--- src/rtl/cordic_vectoring.sv ---
// rtl/cordic_vectoring.sv - iterative vectoring-mode CORDIC: (x, y) to (magnitude, angle)
// One micro-rotation per clock after a quadrant pre-rotation; gain applied in SCALE.
module cordic_vectoring #(
  parameter int ITER = 12
) (
  input  logic        clock,
  input  logic        reset_n,
  input  logic        start,
  input  logic [15:0] x_in,
  input  logic [15:0] y_in,
  output logic        busy,
  output logic        done,
  output logic [16:0] magnitude,
  output logic [16:0] angle
);

  typedef enum logic [1:0] {ST_IDLE, ST_ITER, ST_SCALE} state_t;

  state_t state, state_n;

  logic signed [18:0] xr, yr;
  logic signed [16:0] zr;
  logic        [3:0]  cnt;
  logic               zero_flag;

  logic signed [18:0] xi, yi, xs, ys;
  logic signed [33:0] prod;
  logic        [16:0] mag_next;

  function automatic logic signed [16:0] atan_lut(input logic [3:0] i);
    case (i)
      4'd0:    atan_lut = 17'sd12867;
      4'd1:    atan_lut = 17'sd7596;
      4'd2:    atan_lut = 17'sd4013;
      4'd3:    atan_lut = 17'sd2037;
      4'd4:    atan_lut = 17'sd1022;
      4'd5:    atan_lut = 17'sd511;
      4'd6:    atan_lut = 17'sd255;
      4'd7:    atan_lut = 17'sd127;
      4'd8:    atan_lut = 17'sd63;
      4'd9:    atan_lut = 17'sd31;
      4'd10:   atan_lut = 17'sd15;
      4'd11:   atan_lut = 17'sd7;
      default: atan_lut = 17'sd0;
    endcase
  endfunction

  // Three guard bits keep negation of -32768 and CORDIC growth from wrapping.
  assign xi = {{3{x_in[15]}}, x_in};
  assign yi = {{3{y_in[15]}}, y_in};
  assign xs = xr >>> cnt;
  assign ys = yr >>> cnt;

  // 9949 = 0.60725 * 2^14 removes the CORDIC gain.
  assign prod     = 34'(xr) * 34'sd9949;
  assign mag_next = 17'(prod >>> 14);

  assign busy = (state != ST_IDLE);

  always_comb begin
    state_n = state;
    case (state)
      ST_IDLE:  if (start) state_n = ST_ITER;
      ST_ITER:  if (cnt == 4'(ITER - 1)) state_n = ST_SCALE;
      ST_SCALE: state_n = ST_IDLE;
      default:  state_n = ST_IDLE;
    endcase
  end

  always_ff @(posedge clock) begin
    if (!reset_n) begin
      state     <= ST_IDLE;
      done      <= 1'b0;
      magnitude <= '0;
      angle     <= '0;
      xr        <= '0;
      yr        <= '0;
      zr        <= '0;
      cnt       <= '0;
      zero_flag <= 1'b0;
    end else begin
      state <= state_n;
      done  <= 1'b0;
      case (state)
        ST_IDLE: begin
          if (start) begin
            cnt       <= '0;
            zero_flag <= (x_in == 16'd0) && (y_in == 16'd0);
            // Pre-rotate the left half-plane by +/-pi/2 so iterations see X >= 0.
            if (!x_in[15]) begin
              xr <= xi;
              yr <= yi;
              zr <= 17'sd0;
            end else if (!y_in[15]) begin
              xr <= yi;
              yr <= -xi;
              zr <= 17'sd25736;
            end else begin
              xr <= -yi;
              yr <= xi;
              zr <= -17'sd25736;
            end
          end
        end
        ST_ITER: begin
          cnt <= cnt + 4'd1;
          if (!yr[18]) begin
            xr <= xr + ys;
            yr <= yr - xs;
            zr <= zr + atan_lut(cnt);
          end else begin
            xr <= xr - ys;
            yr <= yr + xs;
            zr <= zr - atan_lut(cnt);
          end
        end
        ST_SCALE: begin
          magnitude <= zero_flag ? 17'd0 : mag_next;
          angle     <= zero_flag ? 17'd0 : zr;
          done      <= 1'b1;
        end
        default: ;
      endcase
    end
  end

endmodule

--- config.mk ---
export PLATFORM = sky130hd
export DESIGN_NAME = cordic_vectoring
export DESIGN_NICKNAME = d
export VERILOG_FILES = /design/src/rtl/cordic_vectoring.sv
export SDC_FILE = /design/constraint.sdc
export NUM_CORES = 1
export LEC_CHECK = 0
export ABC_AREA = 0
export BUFFER_PORTS_ARGS = -buffer_cell sky130_fd_sc_hd__buf_2
export CAP_MARGIN = 20
export CORE_MARGIN = 2
export CORE_UTILIZATION = 58
export DETAILED_ROUTE_END_ITERATION = 10
export GPL_TIMING_DRIVEN = 1
export PLACE_DENSITY = 0.82
export SYNTH_ARGS = -nofsm -noshare
export SYNTH_HDL_FRONTEND = slang
export SYNTH_SLANG_ARGS = --single-unit
--- constraint.sdc ---
create_clock -name clock -period 12.4 [get_ports clock]
set_clock_uncertainty 0.1 [all_clocks]
set_input_delay 2.48 -clock clock [delete_from_list [all_inputs] [get_ports clock]]
set_output_delay 2.48 -clock clock [all_outputs]
set_load 0.05 [all_outputs]
==> results.sh, run 1 <==
export IMPL_status="complete, no violations"
export IMPL_critical_path_class="flip-flop to flip-flop"
export IMPL_grt_pass1_vias=13541
export IMPL_worst_pin_slew_ns=1.14
export IMPL_p_leak_uw=0.00781
export IMPL_busiest_layer="met2"
export IMPL_period_share=0.529
export IMPL_yosysTopAreaCell="fa_1"
export IMPL_r2r_slack_ns=5.83
export IMPL_rsz0062_at_grt="no"
export IMPL_die_area_um2=28700
export IMPL_max_clock_freq_mhz=152
export IMPL_die_x_um=169
export IMPL_worstPathCellList="buf_4 > ha_1 > fa_1 > inv_1 > fa_1 > fa_1 > fa_1 > inv_1 > fa_1 > inv_1 > ha_1 > o21ai_0 > o21bai_1 > a211o_1 > a221oi_1 > nand2_1 > a41o_1 > o41ai_1 > xnor2_1 > o21ai_0"
export IMPL_overflow=0
export IMPL_grt_max_degree=77
export IMPL_postSynthCellCount=1892
export IMPL_slew_headroom=0.230
export IMPL_diodes=0
export IMPL_setup_viol=0
export IMPL_yosysMostFrequentCell="inv_1"
export IMPL_die_h_um=169
export IMPL_ys_flop_type="dfxtp_1"
export IMPL_layout_drive_gt1_share=0.0911
export IMPL_tns_ns=0
export IMPL_grtUsageMet1=0.396
export IMPL_cts_resized=0
export IMPL_vdd_ir_drop_max_v=0.000265
export IMPL_synth_edf_count=0
export IMPL_cp_arrival_ns=6.71
export IMPL_ctsHoldBuffers=0
export IMPL_crit_required_ns=12.54
export IMPL_hpwl_um=31700
export IMPL_hold_violations=0
export IMPL_cts_root_buf="clkbuf_16"
export IMPL_drtPass1Iterations=5
export IMPL_ys_async_sr_fraction=0
export IMPL_viasPerCell=6.19
export IMPL_synth_common_cells="inv_1, ha_1, nor2_1"
export IMPL_ys_seq_area_frac=0.140
export IMPL_post_cts_buffers=0
export IMPL_core_area_um2=27000
export IMPL_htree_levels=3
export IMPL_clk_latency_ns=0.37
export IMPL_drt_total_wl_um=41200
export IMPL_yosys_warnings=0
export IMPL_timing_final_max_slew_violations=0
export IMPL_grt_pass1_wl_um=67700
export IMPL_clock_path_buffers=2
export IMPL_wl_per_cell_um=18.4
export IMPL_yosys_top_cells_area="fa_1, dfxtp_1, ha_1"
export IMPL_io_buffers=70
export IMPL_drt_first_iter_violations=1121
export IMPL_syn2layout_area_growth_pct=4.77
export IMPL_met2_usage=0.483
export IMPL_fp_row_count=60
export IMPL_crit_top_cell="fa_1"
export IMPL_crit_buf_inv=4
export IMPL_track_usage=0.291
export IMPL_worstPathMaxFanout=17
export IMPL_power_density_nw_per_um2=301
export IMPL_drt_drc_violations_left=0
export IMPL_syn_area_um2=15900
export IMPL_ios=71
export IMPL_grt_util_met3=0.0427
export IMPL_critPathCaptureType="flip-flop"
export IMPL_path_clk_slew_ns=0.09
export IMPL_ys_ff_latch=111
export IMPL_period_minus_slack_ns=6.57
export IMPL_clock_sinks=111
export IMPL_ant_nets=0
export IMPL_cts_tree="done"
export IMPL_initial_core_util=0.589
export IMPL_slowest_stage="dfxtp_1"
export IMPL_power_total_uw=5000
export IMPL_hold_path_class="flip-flop to flip-flop"
export IMPL_post_synth_num_cell_types=85
export IMPL_cpLargestDelayFamily="adder cells"
export IMPL_cts_made_buffers=9
export IMPL_via_count=13873
export IMPL_yosysTopAreaCellShare=0.161
export IMPL_place_gp_congestion=0.940
export IMPL_cp_start_kind="flip-flop"
export IMPL_timing_max_cap_violations=0
export IMPL_syn_num_nets=2226
export IMPL_cpPeakStageDelay_ns=0.65
export IMPL_final_nets=2229
export IMPL_antenna_found_initial=0
export IMPL_synth_area_per_cell_um2=8.40
==> where the power goes <==
group | switching (uW) | leakage [uW] | internal (uW)
registers | 101 | 0.000910 | 400
logic | 2420 | 0.00676 | 1790
clock network | 157 | 0.000143 | 143
==> layer usage <==
layer | up-vias | share of wire
met5 | - | 0
met4 | 0 | 0.027
met1 | 6712 | 0.44
met3 | 67 | 0.068
li1 | 6577 | -
met2 | 517 | 0.47
==> tightest hold or removal path: stages (launching register included) <==
cell and delay [ns]:
dfxtp_1 0.33, nand2_1 0.04, o21ai_0 0.05
==> placed cells by master, fill, tap and decap left out, drive strengths merged, types with 14 or more instances in the layout <==
master | netlist | layout
or3 | 15 | 15
nor3 | 31 | 31
o211ai | 18 | 18
nand2 | 114 | 114
xor2 | 40 | 40
xnor2 | 77 | 77
a21o | 27 | 27
o21a | 14 | 14
mux2i | 32 | 32
buf | 30 | 82
a21oi | 126 | 126
nor2 | 161 | 161
nor2b | 16 | 16
a31oi | 23 | 23
ha | 171 | 171
o21ai | 88 | 88
fa | 128 | 128
nor3b | 17 | 17
inv | 272 | 276
a22oi | 14 | 14
nand3 | 32 | 32
mux2 | 23 | 23
a211oi | 74 | 74
dfxtp | 111 | 111
nor4 | 14 | 14
mux4 | 27 | 27
==> through the flow <==
stage | setup slack [ns] | instances | hold WS [ns] | utilization | instance area (um^2)
2_1_floorplan | 6.38 | 1892 | 0.356 | - | 15900
3_3_place_gp | 6.10 | 2225 | 0.330 | 0.607 | 16300
3_5_place_dp | 5.97 | 2225 | 0.339 | 0.607 | 16300
4_1_cts | 5.89 | 2241 | 0.357 | 0.617 | 16600
5_1_grt | 5.40 | 2241 | 0.372 | 0.617 | 16600
6_report | 5.83 | 2241 | 0.350 | 0.617 | 16600
==> path summary, 6_finish.rpt <==
check                              from                         end  cells after the start
max                 xr[18]$_SDFFE_PN0P_  magnitude[16]$_SDFFE_PN0P_                     20
min          magnitude[10]$_SDFFE_PN0P_  magnitude[10]$_SDFFE_PN0P_                      2
max reg2reg         xr[18]$_SDFFE_PN0P_  magnitude[16]$_SDFFE_PN0P_                     20
min reg2reg  magnitude[10]$_SDFFE_PN0P_  magnitude[10]$_SDFFE_PN0P_                      2
==> final cells by class <==
cell class                      count  area, um^2
Tap cell                          341         427
Clock buffer                       10         229
Sequential cell                   111        2230
Fill cell                        2307       10300
Inverter                          272        1020
Multi-Input combinational cell   1419       12200
Clock inverter                      6        62.6
Timing Repair Buffer               82         440
==> cells by family (layout without fill, tap and decap cells) <==
family / after synthesis / in the layout / share of synthesized area
AO/OA/AOI/OAI: 469 / 469 / 0.197
XOR/XNOR: 117 / 117 / 0.0645
adder cells (fa/ha/maj): 299 / 299 / 0.296
buffers and inverters: 362 / 370 / 0.0904
flip-flops: 111 / 111 / 0.140
multiplexers: 82 / 82 / 0.0775
AND/OR/NAND/NOR: 452 / 452 / 0.135
Power figures use the tool's default switching activity.
==> run 2: changes to the inputs <==
--- a/config.mk
+++ b/config.mk
@@ -5,7 +5,7 @@
 export SDC_FILE = /design/constraint.sdc
 export NUM_CORES = 1
 export LEC_CHECK = 0
-export ABC_AREA = 0
+export ABC_AREA = 1
 export BUFFER_PORTS_ARGS = -buffer_cell sky130_fd_sc_hd__buf_2
 export CAP_MARGIN = 20
 export CORE_MARGIN = 2
==> constraint.sdc (replaced) <==
create_clock -name clock -period 6.7 [get_ports clock]
set_clock_uncertainty 0.1 [all_clocks]
set_input_delay 1.34 -clock clock [delete_from_list [all_inputs] [get_ports clock]]
set_output_delay 1.34 -clock clock [all_outputs]
set_load 0.05 [all_outputs]
==> run 2 against run 1 <==
Compared with the run above: maximum frequency up 11%; hold slack improved by 0.016 ns; global-route usage is 4.0 points higher.
==> results.sh, run 2 <==
export IMPL_status="complete, no violations"
export IMPL_holdPathEnd="angle[10]$_SDFFE_PN0P_"
export IMPL_final_common_cell="nand2_1"
export IMPL_antenna_found_initial=1
export IMPL_critPathCaptureType="flip-flop"
export IMPL_tns_ns=0
export IMPL_layout_drive_gt1_share=0.0728
export IMPL_via_count=15975
export IMPL_hold_depth=2
export IMPL_setup_viol=0
export IMPL_ios=71
export IMPL_dp_cells=2767
export IMPL_synth_common_cells="nand2_1, inv_1, nand3_1"
export IMPL_yosysTopAreaCellShare=0.158
export IMPL_cts_tree="done"
export IMPL_hold_violations=0
export IMPL_htree_levels=3
export IMPL_r2r_slack_ns=0.76
export IMPL_place_gp_congestion=0.984
export IMPL_synth_area_per_cell_um2=6.83
export IMPL_postSynthCellCount=2378
export IMPL_synth_xor_area_frac=0.0442
export IMPL_grt_pass1_vias=15310
export IMPL_drt_first_iter_violations=1336
export IMPL_place_ws_ns=0.797
export IMPL_period_share=0.886
export IMPL_yosysTopAreaCell="fa_1"
export IMPL_ys_flop_type="dfxtp_1"
export IMPL_viasPerCell=5.74
export IMPL_rsz0062_at_grt="no"
export IMPL_cp_start_kind="flip-flop"
export IMPL_slew_headroom=0.453
export IMPL_ys_seq_area_frac=0.137
export IMPL_hpwl_um=38400
export IMPL_synthAdderAreaFrac=0.289
export IMPL_core_area_um2=27700
export IMPL_yosys_warnings=0
export IMPL_timing_final_max_slew_violations=0
export IMPL_post_synth_num_cell_types=56
export IMPL_rr_startpoint="xr[7]$_SDFFE_PN0P_"
export IMPL_grt_max_degree=70
export IMPL_synth_simple_area_share=0.244
export IMPL_clk_latency_ns=0.38
export IMPL_cts_resized=0
export IMPL_synth_top_family_by_area="adder cells"
export IMPL_hold_path_startpoint="angle[10]$_SDFFE_PN0P_"
export IMPL_period_minus_slack_ns=5.94
export IMPL_track_usage=0.331
export IMPL_fin_cells=2783
export IMPL_grt_pass1_wl_um=76800
export IMPL_yosysMostFrequentCell="nand2_1"
export IMPL_io_buffers=70
export IMPL_synth_compound_area_share=0.163
export IMPL_synth_edf_count=0
export IMPL_max_clock_freq_mhz=168
export IMPL_r2r_cells=22
export IMPL_crit_required_ns=6.83
export IMPL_path_clk_slew_ns=0.09
export IMPL_yosys_top_cells_area="fa_1, dfxtp_1, ha_1"
export IMPL_drt_drc_violations_left=0
export IMPL_ys_async_sr_fraction=0
export IMPL_ant_nets=0
export IMPL_synthMuxAreaShare=0
export IMPL_worstPathMaxFanout=9
export IMPL_layout_common_cells="nand2_1, inv_1, nand3_1"
export IMPL_drtPass1Iterations=6
export IMPL_drt_total_wl_um=47900
export IMPL_worst_pin_slew_ns=0.818
export IMPL_clock_path_buffers=2
export IMPL_die_h_um=171
export IMPL_die_area_um2=29400
export IMPL_syn2layout_area_growth_pct=5.64
export IMPL_worst_slack_ns=0.762
export IMPL_syn_area_um2=16200
export IMPL_timing_max_cap_violations=0
export IMPL_cts_root_buf="clkbuf_16"
export IMPL_overflow=0
export IMPL_diodes=0
export IMPL_cp_arrival_ns=6.07
export IMPL_r2r_end="magnitude[12]$_SDFFE_PN0P_"
export IMPL_syn_num_nets=2712
export IMPL_cts_made_buffers=9
export IMPL_final_nets=2734
export IMPL_critical_path_class="flip-flop to flip-flop"
export IMPL_hold_path_class="flip-flop to flip-flop"
export IMPL_ys_ff_latch=111
export IMPL_die_x_um=171
export IMPL_fp_row_count=61
export IMPL_clock_sinks=111
export IMPL_wl_per_cell_um=17.2
export IMPL_post_cts_buffers=0
export IMPL_initial_core_util=0.586
export IMPL_ctsHoldBuffers=0
==> run 2: cell count changes after synthesis, sizes merged, moves of 23 or more <==
cell    previous run  this run
a211oi            74         4
a21oi            126       200
inv              272       425
mux2              23         0
mux2i             32         0
mux4              27         0
nand2            114       493
nand3             32       217
nor2             161       135
o21ai             88       167
xnor2             77        24
==> run 2: worst max-delay path, cell delays in order (launching register included) <==
cell and delay (ns):
dfxtp_1 0.66, ha_1 0.34, inv_1 0.13, fa_1 0.43
fa_1 0.52, inv_1 0.05, fa_1 0.48, fa_1 0.54
inv_1 0.05, fa_1 0.52, inv_1 0.05, ha_1 0.32
nand2_1 0.11, nor2_1 0.15, nand4_1 0.10, o211ai_1 0.54
nand2_1 0.12, nand2_1 0.16, nand2_1 0.07, nand2_1 0.10
a21oi_1 0.07, o21ai_0 0.09, a21oi_1 0.08
==> run 2: layout make-up <==
cell class	count	area, um^2
multi-input cells	1762	12000
repair buffers	88	485
clock inverters	7	96.3
clock buffers	9	225
well taps	378	473
flip-flops and latches	111	2220
fillers	2601	10500
inverters	428	1610
==> run 2: stage by stage <==
stage | instance area, um^2 | utilization | hold slack (ns)
after floorplan | 16200 | - | 0.355
after global placement | 16800 | 0.608 | 0.350
after detailed placement | 16800 | 0.608 | 0.352
after CTS | 17200 | 0.619 | 0.366
after global routing | 17200 | 0.619 | 0.389
final | 17200 | 0.619 | 0.366
==> run 2: kinds of logic (layout without fill, tap and decap cells) <==
logic type | after synthesis | after routing
AND/OR/NAND/NOR | 910 | 910
AO/OA/AOI/OAI | 471 | 471
buffers and inverters | 505 | 532
flip-flops | 111 | 111
adder cells (fa/ha/maj) | 299 | 299
XOR/XNOR | 82 | 82
==> run 2: how the worst max path moves through the flow <==
stage / from / depth (start not counted) / endpoint / slack [ns]
after floorplan: xr[8]$_SDFFE_PN0P_ / 21 / magnitude[6]$_SDFFE_PN0P_ / 1.62
after global placement: xr[8]$_SDFFE_PN0P_ / 22 / magnitude[12]$_SDFFE_PN0P_ / 0.90
after detailed placement: xr[8]$_SDFFE_PN0P_ / 22 / magnitude[12]$_SDFFE_PN0P_ / 0.80
after CTS: xr[8]$_SDFFE_PN0P_ / 22 / magnitude[12]$_SDFFE_PN0P_ / 0.79
after global routing: xr[7]$_SDFFE_PN0P_ / 22 / magnitude[12]$_SDFFE_PN0P_ / 0.48
final: xr[7]$_SDFFE_PN0P_ / 22 / magnitude[12]$_SDFFE_PN0P_ / 0.76
==> run 2: metal layers <==
metal  share of wire  global-route usage
met1            0.41               0.416
met2            0.48               0.570
met3           0.065              0.0462
met4           0.043               0.139
met5         0.00023                   0
Power of run 2 is not shown: default switching activity piles up to over one toggle a cycle in this logic, so the estimate is an artifact.
